`src/rtl/mem_arb_pkg.sv`:
```
// mem_arb_pkg
//   Shared types and constants for the memory arbiter slice.
//   owner_e        : which port owns the response returning next cycle.
//   CONFLICT_CNT_W : width of the saturating conflict counter.
package mem_arb_pkg;

   localparam int CONFLICT_CNT_W = 16;

   typedef enum logic [1:0] {
      OWN_NONE = 2'd0,
      OWN_I    = 2'd1,
      OWN_D    = 2'd2
   } owner_e;

endpackage

```
`src/rtl/mem_arb_pick.sv`:
```
// mem_arb_pick
//   Two-request picker for the memory arbiter. Grants are purely
//   combinational from the request lines.
//   Configuration macro: MEM_ARB_ROUND_ROBIN_EN
//     defined   : conflicts alternate between ports; a 1-bit pointer
//                 (reset to fetch-preferred) moves only on conflict cycles.
//     undefined : fixed priority, data port wins; no state, no clock.
//   Ports:
//     clk, reset_ni : clock / async active-low reset (round-robin build only)
//     i_req, d_req  : fetch / data requests
//     i_gnt, d_gnt  : one-hot-or-zero grants
module mem_arb_pick (
`ifdef MEM_ARB_ROUND_ROBIN_EN
   input  logic clk,
   input  logic reset_ni,
`endif
   input  logic i_req,
   input  logic d_req,
   output logic i_gnt,
   output logic d_gnt
);

`ifdef MEM_ARB_ROUND_ROBIN_EN
   logic prefer_i;
   logic conflict;

   assign conflict = i_req & d_req;

   // The pointer names the port that wins the next conflict; after a
   // conflict the loser becomes preferred, so it simply toggles.
   always_ff @(posedge clk or negedge reset_ni) begin
      if (!reset_ni) begin
         prefer_i <= 1'b1;
      end else if (conflict) begin
         prefer_i <= ~prefer_i;
      end
   end

   always_comb begin
      i_gnt = i_req & (~d_req |  prefer_i);
      d_gnt = d_req & (~i_req | ~prefer_i);
   end
`else
   always_comb begin
      d_gnt = d_req;
      i_gnt = i_req & ~d_req;
   end
`endif

endmodule

```
`src/rtl/mem_arbiter.sv`:
```
// mem_arbiter
//   Shares one single-port synchronous memory (1-cycle read latency)
//   between an instruction-fetch port and a data port.
//   Configuration macro: MEM_ARB_ROUND_ROBIN_EN (round-robin on conflicts;
//   default build uses fixed data-over-fetch priority).
//   Ports:
//     clk, reset_ni          : clock / async active-low reset
//     i_req_i, i_addr_i      : fetch request and word address
//     i_gnt_o                : fetch granted this cycle
//     i_rvalid_o, i_rdata_o  : fetch response (one cycle after grant)
//     d_req_i, d_we_i, d_be_i, d_addr_i, d_wdata_i : data request/attributes
//     d_gnt_o                : data granted this cycle
//     d_rvalid_o, d_rdata_o  : data response / write acknowledge
//     mem_en_o, mem_we_o, mem_be_o, mem_addr_o, mem_wdata_o : memory drive
//     mem_rdata_i            : memory read data, one cycle after mem_en_o
//     conflict_cnt_o         : saturating count of both-requesting cycles
module mem_arbiter
   import mem_arb_pkg::*;
#(
   parameter int ADDR_W = 30,
   parameter int DATA_W = 32
) (
   input  logic                      clk,
   input  logic                      reset_ni,
   input  logic                      i_req_i,
   input  logic [ADDR_W-1:0]         i_addr_i,
   output logic                      i_gnt_o,
   output logic                      i_rvalid_o,
   output logic [DATA_W-1:0]         i_rdata_o,
   input  logic                      d_req_i,
   input  logic                      d_we_i,
   input  logic [DATA_W/8-1:0]       d_be_i,
   input  logic [ADDR_W-1:0]         d_addr_i,
   input  logic [DATA_W-1:0]         d_wdata_i,
   output logic                      d_gnt_o,
   output logic                      d_rvalid_o,
   output logic [DATA_W-1:0]         d_rdata_o,
   output logic                      mem_en_o,
   output logic                      mem_we_o,
   output logic [DATA_W/8-1:0]       mem_be_o,
   output logic [ADDR_W-1:0]         mem_addr_o,
   output logic [DATA_W-1:0]         mem_wdata_o,
   input  logic [DATA_W-1:0]         mem_rdata_i,
   output logic [CONFLICT_CNT_W-1:0] conflict_cnt_o
);

   owner_e                    owner_p1;
   logic [CONFLICT_CNT_W-1:0] conflict_cnt_p1;

   function automatic logic [CONFLICT_CNT_W-1:0] sat_inc(
      input logic [CONFLICT_CNT_W-1:0] v
   );
      return (&v) ? v : v + CONFLICT_CNT_W'(1);
   endfunction

   mem_arb_pick u_pick (
`ifdef MEM_ARB_ROUND_ROBIN_EN
      .clk      (clk),
      .reset_ni (reset_ni),
`endif
      .i_req    (i_req_i),
      .d_req    (d_req_i),
      .i_gnt    (i_gnt_o),
      .d_gnt    (d_gnt_o)
   );

   // Stage p0: winner's attributes drive the memory combinationally.
   always_comb begin
      mem_en_o    = i_gnt_o | d_gnt_o;
      mem_we_o    = 1'b0;
      mem_be_o    = '0;
      mem_addr_o  = '0;
      mem_wdata_o = '0;
      if (d_gnt_o) begin
         mem_we_o    = d_we_i;
         mem_be_o    = d_be_i;
         mem_addr_o  = d_addr_i;
         mem_wdata_o = d_wdata_i;
      end else if (i_gnt_o) begin
         mem_be_o    = '1;
         mem_addr_o  = i_addr_i;
      end
   end

   // Stage p1: owner of the returning response and the conflict counter.
   always_ff @(posedge clk or negedge reset_ni) begin
      if (!reset_ni) begin
         owner_p1        <= OWN_NONE;
         conflict_cnt_p1 <= '0;
      end else begin
         if (d_gnt_o) begin
            owner_p1 <= OWN_D;
         end else if (i_gnt_o) begin
            owner_p1 <= OWN_I;
         end else begin
            owner_p1 <= OWN_NONE;
         end
         if (i_req_i && d_req_i) begin
            conflict_cnt_p1 <= sat_inc(conflict_cnt_p1);
         end
      end
   end

   // Read data fans out to both ports; rvalid qualifies it.
   assign i_rvalid_o     = (owner_p1 == OWN_I);
   assign d_rvalid_o     = (owner_p1 == OWN_D);
   assign i_rdata_o      = mem_rdata_i;
   assign d_rdata_o      = mem_rdata_i;
   assign conflict_cnt_o = conflict_cnt_p1;

endmodule

```
`config.mk`:
```
export PLATFORM = sky130hd
export DESIGN_NAME = mem_arbiter
export DESIGN_NICKNAME = d
export VERILOG_FILES = /design/src/rtl/mem_arb_pkg.sv /design/src/rtl/mem_arb_pick.sv /design/src/rtl/mem_arbiter.sv
export SDC_FILE = /design/constraint.sdc
export NUM_CORES = 1
export LEC_CHECK = 0
export BUFFER_PORTS_ARGS = -buffer_cell sky130_fd_sc_hd__buf_2
export CAP_MARGIN = 10
export CORE_AREA = 2 2 110 112
export CTS_BUF_LIST = sky130_fd_sc_hd__clkbuf_2
export CTS_CLUSTER_SIZE = 12
export DETAILED_ROUTE_END_ITERATION = 6
export DIE_AREA = 0 0 112 114
export PLACE_DENSITY = 0.57
export SLEW_MARGIN = 5
export SYNTH_ARGS = -nofsm -noshare
export SYNTH_HDL_FRONTEND = slang
export SYNTH_SLANG_ARGS = --single-unit
```
`constraint.sdc`:
```
create_clock -name clk -period 1.6 [get_ports clk]
set_input_delay 0.16 -clock clk [delete_from_list [all_inputs] [get_ports clk]]
set_output_delay 0.16 -clock clk [all_outputs]
set_load 0.005 [all_outputs]
```
==> run metrics <==
status=finished clean; VDD IR max=0.342 mV; synthesis-to-layout area growth=38.3%; Switch Pwr=about 600 uW; first-pass GRT wire length=10,200 um; vias in the first global route=2,026; port buffer count=188; Hold EP=owner_p1[1]; via count=slightly above 2,000; worst r2r src=conflict_cnt_o[6]; Startpoint Class=register; Die ar.=12,800 um^2; I/O pin count=285; Slew Limit Fails=0; reg2reg path depth=4; Root Buffer Master=clkbuf_2; RD Place Congestion=0.891; RSZ-0062 raised after global routing=false; Wirelength per Cell=13.8 um; GRT overflow=0; RR Endpoint=conflict_cnt_o[1]; core area=between 10,000 and 15,000 um^2; Synth Area per Inst=8.77 um^2; Post-synth top flop=dfrtp_1; internal power=~1.0 mW; count leader, synth=buf_4; r2r setup slk=50 ps; f_max=between 600 and 700 MHz; Syn Nets=361; crit path capture type=register; synthesized instance count=227; max_slew headroom=0.723; final worst-path cycle share=0.971; Clk pwr share=0.121; number of cell rows=40; DRT Pass-1 Iters=4; area leader, netlist=buf_4; Hold WC Path Type=in -> reg; Bufs on Longest Clock Path=2; final setup TNS=0 ps; Post-synth EDFFs=0; CTS tree=yes; Pwr Density=approximately 600 nW/um^2; synth warn=0; P_leak=~1.5 nW; Routed Wire Length=6910 um; share of cells above drive strength 1=0.628; Post-synth top cells=buf_4, and2_1, a22o_1; Vias/cell=4.09; skew final=6.35 ps; largest net degree at the start of global routing=52; clk sinks=18; critical path arrival=1770 ps; total power=~1.7 mW; Gate power share=0.498; post-synth cell types=33; Routed Antenna Nets=0; Worst-Margin Slew=slightly above 400 ps; chip height=114 um; Initial DRC Count=96; Final Hold Violating Endpoints=0; hold depth=2; NumNets Final=487; switch share=0.370; htree depth=1; Final min period=1550 ps; placed wire-length estimate=5850 um; Post-Syn Area=1990 um^2; worst skew pair latency=around 300 ps; CP Max Fanout=7; # DRC=0; Synth area leaders=buf_4, dfrtp_1, a22o_1; HP Start=d_req_i; Max Cap Violations=0; Synth top area share=0.249; antenna violations before repair=0; WS Path Type=reg -> reg; final setup violation count=0; Initial Utilization=0.170; ys async rst share=1.00; Reg power frac=0.381; worst endpoint required time=1810 ps; Clock Pin Slew Worst Setup and Hold Paths=180 ps; die width=112 um; gr usage total=0.0965; fillers=approximately 1,300; Inserted Clock Buffers=3; synthesized flop and latch total=18; Seq/Total Area, Yosys=0.226
[stage by stage]
stage,hold slack (ps),setup slack (ps),instance area (um^2),std cells,utilization
finish,222,46.8,2750,500,0.235
global route,219,4.19,2750,499,0.235
CTS,223,8.49,2730,499,0.233
detailed placement,119,19.8,2690,493,0.230
global placement,116,53.8,2690,493,0.230
floorplan,-136,-11.1,2020,227,-
[cells by family after synthesis]
kind of cell	after synthesis	share of synthesized area
compound gates	44	0.192
buf+inv	80	0.280
mux	3	0.0188
simple gates	73	0.242
flops	18	0.226
xor+xnor	8	0.0352
fa+ha+maj	1	0.00628
[layout make-up]
class	count	area, um^2	share of cell area
Multi-Input combinational cell	129	1030	0.374
Antenna cell	1	2.50	0.000909
Clock buffer	3	15.0	0.00545
Timing Repair Buffer	201	1070	0.387
Clock inverter	1	3.75	0.00136
Tap cell	147	184	0.0668
Sequential cell	18	453	0.164
[routing by layer]
layer,track usage,wire length [um],up-vias
met5,0,0,-
met4,0.0195,65,0
met3,0.0207,483,11
met2,0.168,3430,116
met1,0.124,2930,939
li1,-,-,980
[sequential cells by signal (all words and copies together) (netlist names)]
| signal | flops |
|---|---|
| owner_p1 | 2 |
| conflict_cnt_o | 16 |
[power by group through the flow]
| stage | clock (mW) | sequential, mW | combinational (mW) |
|---|---|---|---|
| after CTS | 0.207 | 0.625 | 0.830 |
| after detailed placement | 0 | 0.636 | 0.806 |
| final | 0.200 | 0.630 | 0.822 |
| after global placement | 0 | 0.633 | 0.785 |
| after global routing | 0.220 | 0.645 | 0.895 |
| after floorplan | 0 | 0.668 | 0.444 |
[worst max-delay path by stage]
stage | startpoint | end | slack (ps)
after floorplan | conflict_cnt_o[0] | conflict_cnt_o[14] | -10
after global placement | conflict_cnt_o[1] | conflict_cnt_o[11] | 50
after detailed placement | conflict_cnt_o[1] | conflict_cnt_o[11] | 20
after CTS | conflict_cnt_o[1] | conflict_cnt_o[11] | 8
after global routing | conflict_cnt_o[2] | conflict_cnt_o[13] | 4
final | conflict_cnt_o[6] | conflict_cnt_o[1] | 50
[timing repair]
action,in CTS,in global routing
setup endpoints to repair,1,6
hold endpoints to repair,18,0
hold buffers,1,0
pin swaps,0,0
gates cloned,0,0
buffers inserted,1,0
gates resized for setup,1,5
[layout by cell type, fill, tap and decap left out, types with 2 or more instances in the layout]
master	synthesis	layout
xor2_1	6	6
a21o_1	4	4
and4_4	2	2
clkbuf_2	1	3
and2_1	36	35
nand3_1	6	6
nor2_1	3	3
buf_12	0	2
dfrtp_2	0	2
buf_2	1	188
a22o_1	30	30
xnor2_1	2	2
and3_4	0	2
buf_4	66	10
a21oi_1	5	5
nand4_1	5	5
mux2_1	2	2
and3_1	6	3
nor2b_1	4	3
nand2_1	4	4
dfrtp_1	18	16
[critical path, cell delays in order, from the launching register on]
cell     delay, ps
dfrtp_1        420
and4_4         200
and3_2         270
a41oi_4        260
mux2_4         320
No activity file was read; power rests on OpenSTA's default activity.
